[src/rtl/serial_alu.sv]
// Bit-serial LSB-first ALU: one result bit per clock, start/busy/done handshake.
// Define SERIAL_ALU_OVF_EN to build signed-overflow logic; otherwise ovf is tied to 0.
module serial_alu #(
    parameter int WIDTH = 8
) (
    input  logic             clk,
    input  logic             rst_n,
    input  logic             start,
    input  logic [WIDTH-1:0] a,
    input  logic [WIDTH-1:0] b,
    input  logic             cin,
    input  logic [2:0]       code_op,
    output logic             busy,
    output logic             done,
    output logic [WIDTH-1:0] result,
    output logic             cout,
    output logic             zero,
    output logic             ovf
);

    localparam int CW = (WIDTH > 2) ? $clog2(WIDTH) : 1;

    localparam logic [2:0] OP_AND  = 3'b000;
    localparam logic [2:0] OP_OR   = 3'b001;
    localparam logic [2:0] OP_XOR  = 3'b010;
    localparam logic [2:0] OP_NOR  = 3'b011;
    localparam logic [2:0] OP_ADD  = 3'b100;
    localparam logic [2:0] OP_SUB  = 3'b101;
    localparam logic [2:0] OP_XNOR = 3'b110;
    localparam logic [2:0] OP_PASS = 3'b111;

    typedef enum logic {
        IDLE = 1'b0,
        RUN  = 1'b1
    } state_t;

    state_t           state_q, state_d;
    logic [WIDTH-1:0] a_q, a_d;
    logic [WIDTH-1:0] b_q, b_d;
    logic [2:0]       op_q, op_d;
    logic             cy_q, cy_d;
    logic [CW-1:0]    cnt_q, cnt_d;
    logic [WIDTH-2:0] sh_q, sh_d;
    logic [WIDTH-1:0] res_q, res_d;
    logic             cout_q, cout_d;
    logic             zero_q, zero_d;
    logic             done_q, done_d;

    logic             bit_r;
    logic             cy_n;
    logic             is_arith;
    logic             is_arith_in;
    logic             last;
    logic [WIDTH-1:0] res_full;

    assign is_arith    = op_q[2] & ~op_q[1];
    assign is_arith_in = code_op[2] & ~code_op[1];
    assign last        = (cnt_q == CW'(WIDTH - 1));
    assign res_full    = {bit_r, sh_q};

    // SUB runs a direct borrow chain; cy_q holds borrow-in, cy_n borrow-out.
    always_comb begin
        bit_r = 1'b0;
        cy_n  = 1'b0;
        unique case (op_q)
            OP_AND:  bit_r = a_q[0] & b_q[0];
            OP_OR:   bit_r = a_q[0] | b_q[0];
            OP_XOR:  bit_r = a_q[0] ^ b_q[0];
            OP_NOR:  bit_r = ~(a_q[0] | b_q[0]);
            OP_ADD: begin
                bit_r = a_q[0] ^ b_q[0] ^ cy_q;
                cy_n  = (a_q[0] & b_q[0]) | (a_q[0] & cy_q) | (b_q[0] & cy_q);
            end
            OP_SUB: begin
                bit_r = a_q[0] ^ b_q[0] ^ cy_q;
                cy_n  = (~a_q[0] & b_q[0]) | (~a_q[0] & cy_q) | (b_q[0] & cy_q);
            end
            OP_XNOR: bit_r = ~(a_q[0] ^ b_q[0]);
            OP_PASS: bit_r = a_q[0];
        endcase
    end

    always_comb begin
        state_d = state_q;
        a_d     = a_q;
        b_d     = b_q;
        op_d    = op_q;
        cy_d    = cy_q;
        cnt_d   = cnt_q;
        sh_d    = sh_q;
        res_d   = res_q;
        cout_d  = cout_q;
        zero_d  = zero_q;
        done_d  = 1'b0;
        unique case (state_q)
            IDLE: begin
                if (start) begin
                    a_d     = a;
                    b_d     = b;
                    op_d    = code_op;
                    cy_d    = is_arith_in & cin;
                    cnt_d   = '0;
                    state_d = RUN;
                end
            end
            RUN: begin
                a_d  = a_q >> 1;
                b_d  = b_q >> 1;
                cy_d = cy_n;
                sh_d = res_full[WIDTH-1:1];
                if (last) begin
                    state_d = IDLE;
                    res_d   = res_full;
                    cout_d  = is_arith & cy_n;
                    zero_d  = (res_full == '0);
                    done_d  = 1'b1;
                end else begin
                    cnt_d = cnt_q + CW'(1);
                end
            end
        endcase
    end

    always_ff @(posedge clk or negedge rst_n) begin
        if (!rst_n) begin
            state_q <= IDLE;
            a_q     <= '0;
            b_q     <= '0;
            op_q    <= '0;
            cy_q    <= 1'b0;
            cnt_q   <= '0;
            sh_q    <= '0;
            res_q   <= '0;
            cout_q  <= 1'b0;
            zero_q  <= 1'b0;
            done_q  <= 1'b0;
        end else begin
            state_q <= state_d;
            a_q     <= a_d;
            b_q     <= b_d;
            op_q    <= op_d;
            cy_q    <= cy_d;
            cnt_q   <= cnt_d;
            sh_q    <= sh_d;
            res_q   <= res_d;
            cout_q  <= cout_d;
            zero_q  <= zero_d;
            done_q  <= done_d;
        end
    end

`ifdef SERIAL_ALU_OVF_EN
    logic ovf_q, ovf_d;

    // Borrow-in xor borrow-out equals carry-in xor carry-out of the two's-complement form.
    always_comb begin
        ovf_d = ovf_q;
        if (state_q == RUN && last) begin
            ovf_d = is_arith & (cy_q ^ cy_n);
        end
    end

    always_ff @(posedge clk or negedge rst_n) begin
        if (!rst_n) begin
            ovf_q <= 1'b0;
        end else begin
            ovf_q <= ovf_d;
        end
    end

    assign ovf = ovf_q;
`else
    assign ovf = 1'b0;
`endif

    assign busy   = (state_q == RUN);
    assign done   = done_q;
    assign result = res_q;
    assign cout   = cout_q;
    assign zero   = zero_q;

endmodule

[config.mk]
export PLATFORM = sky130hd
export DESIGN_NAME = serial_alu
export DESIGN_NICKNAME = d
export VERILOG_FILES = /design/src/rtl/serial_alu.sv
export SDC_FILE = /design/constraint.sdc
export NUM_CORES = 1
export LEC_CHECK = 0
export CAP_MARGIN = 5
export CORE_MARGIN = 4
export CORE_UTILIZATION = 35
export CTS_CLUSTER_SIZE = 25
export DETAILED_ROUTE_END_ITERATION = 16
export GPL_ROUTABILITY_DRIVEN = 0
export SLEW_MARGIN = 20
export SYNTH_ARGS = -nofsm -noshare
export SYNTH_HDL_FRONTEND = slang
export SYNTH_SLANG_ARGS = --single-unit
[constraint.sdc]
create_clock -name clk -period 4.56 [get_ports clk]
set_input_delay 1.14 -clock clk [delete_from_list [all_inputs] [get_ports clk]]
set_output_delay 1.14 -clock clk [all_outputs]
set_load 0.01 [all_outputs]
After elaboration in Yosys (flattened, before gate mapping)
Cells that the tools add are included.

storage, ports and cells
  register bits = 42
  input port bits = 23
  output and inout port bits = 13

operators by class
  add/sub/neg operators = 1
  equal/unequal tests = 10
  muxes and demuxes = 16
  bitwise logic cells = 22
  reduce and logical (&&, ||, !) cells = 6

operators by type and width
  cell                                                 number
  case mux 8 bit (2 select lines)                      2
  2-to-1 mux 8 bit                                     2
  equality test 3 bit, second input constant           5
  AND 1 bit                                            9
  zero test 8 bit                                      1
  case mux 1 bit (7 select lines)                      1
  equality test 3 x 2 -> 1 bit, second input constant  2
  2-to-1 mux 3 bit                                     2
  NOT 1 bit                                            6
  case mux 1 bit (2 select lines)                      3
  case mux 3 bit (2 select lines)                      1
  AND reduction 2 bit                                  3
  2-to-1 mux 1 bit                                     5
  bitwise OR 1 bit                                     5
  != test 2 bit, second input constant                 2
  adder 3 x 1 -> 3 bit, second input constant          1
  equality test 3 x 1 -> 1 bit, second input constant  1
  zero test 3 bit                                      1
  OR reduction 2 bit                                   1
  bitwise XOR 1 bit                                    2

Logic depth before layout (Yosys ltp)
  depth after elaboration = 6
  mapped depth = 6

Worst setup path after synthesis
No wires, ideal clock.

  path type = input to register
  start point = in start
  end point = reg op_q[0]
  library setup time = 0.125 ns
  arrival = 1.659 ns
  setup slack = 2.776 ns
  cell stages on the path = 2
  cells stage by stage = nor2b_2 > mux2_2

on the way
  longest elaborated chain between the ends = 1

RTL lines
  element                               line  text
  from (decl)                           8     input logic start,
  AND reduction 2 bit (no source line)  --
  to (signal assigned)                  141   op_q <= op_d;
  to (decl)                             40    logic [2:0] op_q, op_d;

Every way passes these cells.
A chain may end at the register's enable or synchronous reset.

Final worst setup path
  start point = reg state_q, in the netlist busy
  end point = out busy

RTL lines
  element                 line  text
  from (decl)             37    state_t state_q, state_d;
  from (signal assigned)  138   state_q <= state_d;
  to (decl)               13    output logic busy,

No word-level cell between the ends.

==> results.cfg <==
[logic_synthesis]
ys_seq_area_share_pct = 54.26
synth-xor-area-share_pct = 1.357
synth_commonest_cells = dfrtp_1 (42), mux2_2 (18), mux2i_1 (18), o21ai_0 (18), nand2_1 (17)
synth_area_um2 = 1937
avgSynthCellArea_um2 = 11.67
synth_top_family_by_area = multiplexers
ys_ff_latch = 42
synthSimpleGateAreaFrac_pct = 8.204
ys_types = 29
synth_mux_area_share_pct = 19.77
synth_cells = 166
synth_ff_type = dfrtp_1
synth-warning-count = 0
synth_compound_area_share_pct = 9.109
synth.most_common_cell = dfrtp_1
ys_async_sr_fraction_pct = 100.0
synth.area.top_cells = dfrtp_1 (54%), mux2_2 (10%), mux2i_1 (9.3%), o21ai_0 (4.7%), nand2_1 (3.3%)
synth_top_cell_area_share_pct = 54.26
yosys.area_share.adder_pct = 3.230
synth_edf_count = 0
synth_nets = 194
yosysTopAreaCell = dfrtp_1

[grt]
grt_pass1_wl_um = 6092
grt-ovfl-total = 0
antenna_found_initial = 0
first_global_vias = 1272
grt_usage_pct = 11.84
grt_max_degree = 50

[sta]
skew_ns = 0.008415
tightest_slew_ns = 0.9216
period_minus_slack_ns = 2.774
setup_slack_ns = 1.786
report.final.slew_viol_count = 0
rsz0062_at_grt = false
relSlewSlack_pct = 38.56
setup_viol_count_final = 0
clock.fmax_mhz = 360.4
min_period_over_period_pct = 60.84
finalHoldViolations = 0
setup_tns_ns = 0

[finish]
instances_no_fill = 270
area_growth_pct = 23.84
post_route_cells_drive_above_1_share_pct = 15.00
n_antenna_cell = 0
final_core_util_pct = 45.80
fin_area_um2 = 2399
nNetsFinal = 228

[detailed_routing]
num_vias = 1266
drc = 0
initialDrtViolationCount = 81
postRouteAntennaNets = 0
viasPerCell = 4.689
wirelength_um = 3631
dr.pass1.iters = 4
wl_per_cell_um = 13.45

[worst_setup_path]
worstPathMaxFanout = 49
r2r-start = a_q[0]
cp.arrival_ns = 1.63
slowest_delay_ns = 0.63
end_kind = primary output
worst_path_max_delay_cell = clkdlybuf4s50_1
cp-start-kind = flop
r2r_end = zero
crit_required_ns = 3.42
crit_chain = buf_4, clkdlybuf4s50_1
critical_path_class = flop to primary output
r2r_cells = 6
rrSetupSlack_ns = 2.78

[clocking]
clockRootBuffer = clkbuf_8
cts_made_buffers = 5
clockBufferDepth = 2
ctsHoldBuffers = 0
cts_tree = yes
cts_max_level = 2
clk_latency_ns = 0.29
clkTransAtPathRegs_ns = 0.07
postCtsSetupBuffers = 0
cts_resized = 0
cts_num_sinks = 42

[place]
post-place-ws_ns = 1.829
dp_hpwl_um = 2577
place_area_um2 = 2322
port_buffers = 34
dp_cells = 263

[floorplanning]
initial_core_util_pct = 36.98
die_h_um = 82.39
io_pins = 36
placementRows = 26
die_area_um2 = 6788
die_w_um = 82.39
core_um2 = 5238

[power]
max-vdd-ir-drop_v = 0.0002154
cellLeakagePower_nw = 1.065
pwr_density_cell_nw_per_um2 = 599.5

[hold_path]
hold_start = result[7]
holdPathStages = 2
worstHoldEndpoint = result[7]
hp-class = flop to flop

[job]
max-cap-violations = 0

[run_status]
status = completed
cell type report:
type	count	area (um2)
Clock buffer	7	76.32
Fill cell	478	2839
Inverter	6	22.52
Multi-Input combinational cell	109	810.8
Sequential cell	42	1051
Tap cell	70	87.58
Timing Repair Buffer	36	350.3
worst max-delay path by stage:
stage | end | from | slack [ns] | cells after the start
floorplan | op_q[0] | start | 2.78 | 2
global placement | op_q[0] | start | 1.92 | 4
detailed placement | op_q[1] | start | 1.83 | 4
CTS | busy | busy | 1.78 | 2
global route | busy | busy | 1.68 | 2
finish | busy | busy | 1.79 | 2
cells in the final DEF, fill, tap and decap left out, drive strengths merged, types with 3 or more instances in the layout:
| cell type | synthesis | final |
|---|---|---|
| nand2 | 18 | 18 |
| xnor2 | 3 | 3 |
| o21ai | 19 | 19 |
| mux2 | 18 | 18 |
| clkbuf | 1 | 7 |
| inv | 6 | 6 |
| nand2b | 4 | 4 |
| ha | 5 | 5 |
| buf | 8 | 3 |
| mux2i | 18 | 18 |
| clkdlybuf4s50 | 0 | 33 |
| dfrtp | 42 | 42 |
| a21oi | 4 | 4 |
| nor2 | 7 | 7 |
registers in the layout (all words and copies together), names as in the netlist:
signal and cells:
a_q 8, b_q 8, result 8, sh_q 7
cnt_q 3, op_q 3, busy 1, cout 1
cy_q 1, done 1, zero 1
through the flow:
step	power (mW)	hold WS (ns)
floorplan	1.028	0.4492
global placement	1.196	0.4636
detailed placement	1.235	0.4657
CTS	1.460	0.4880
global route	1.554	0.5107
finish	1.438	0.4775
cell families after synthesis:
family	after synthesis
DFF	42
muxes	36
and+or+nand+nor	34
AOI/OAI and AO/OA	30
buffers and inverters	15
adders and majority gates	5
xor gates and xnor gates	3
other	1
routing by layer:
layer | GRT usage (%) | share of wire, % | vias up
met5 | 0 | 0 | -
met4 | 4.983 | 0.80 | 0
met2 | 18.43 | 49 | 17
met1 | 15.25 | 46 | 611
met3 | 3.579 | 3.9 | 2
li1 | - | - | 636
report_power, final:
part / internal [mW] / switching [mW] / leakage (nW)
registers: 0.531 / 0.120 / 0.530
logic: 0.315 / 0.253 / 0.497
clock network: 0.105 / 0.114 / 0.0383
critical path, delay by kind of cell (launching register included):
family | cells | cell delay [ns]
DFF | 1 | 0.32
buffers and inverters | 2 | 1.02
Note: power is estimated with default switching activity, not from simulation.
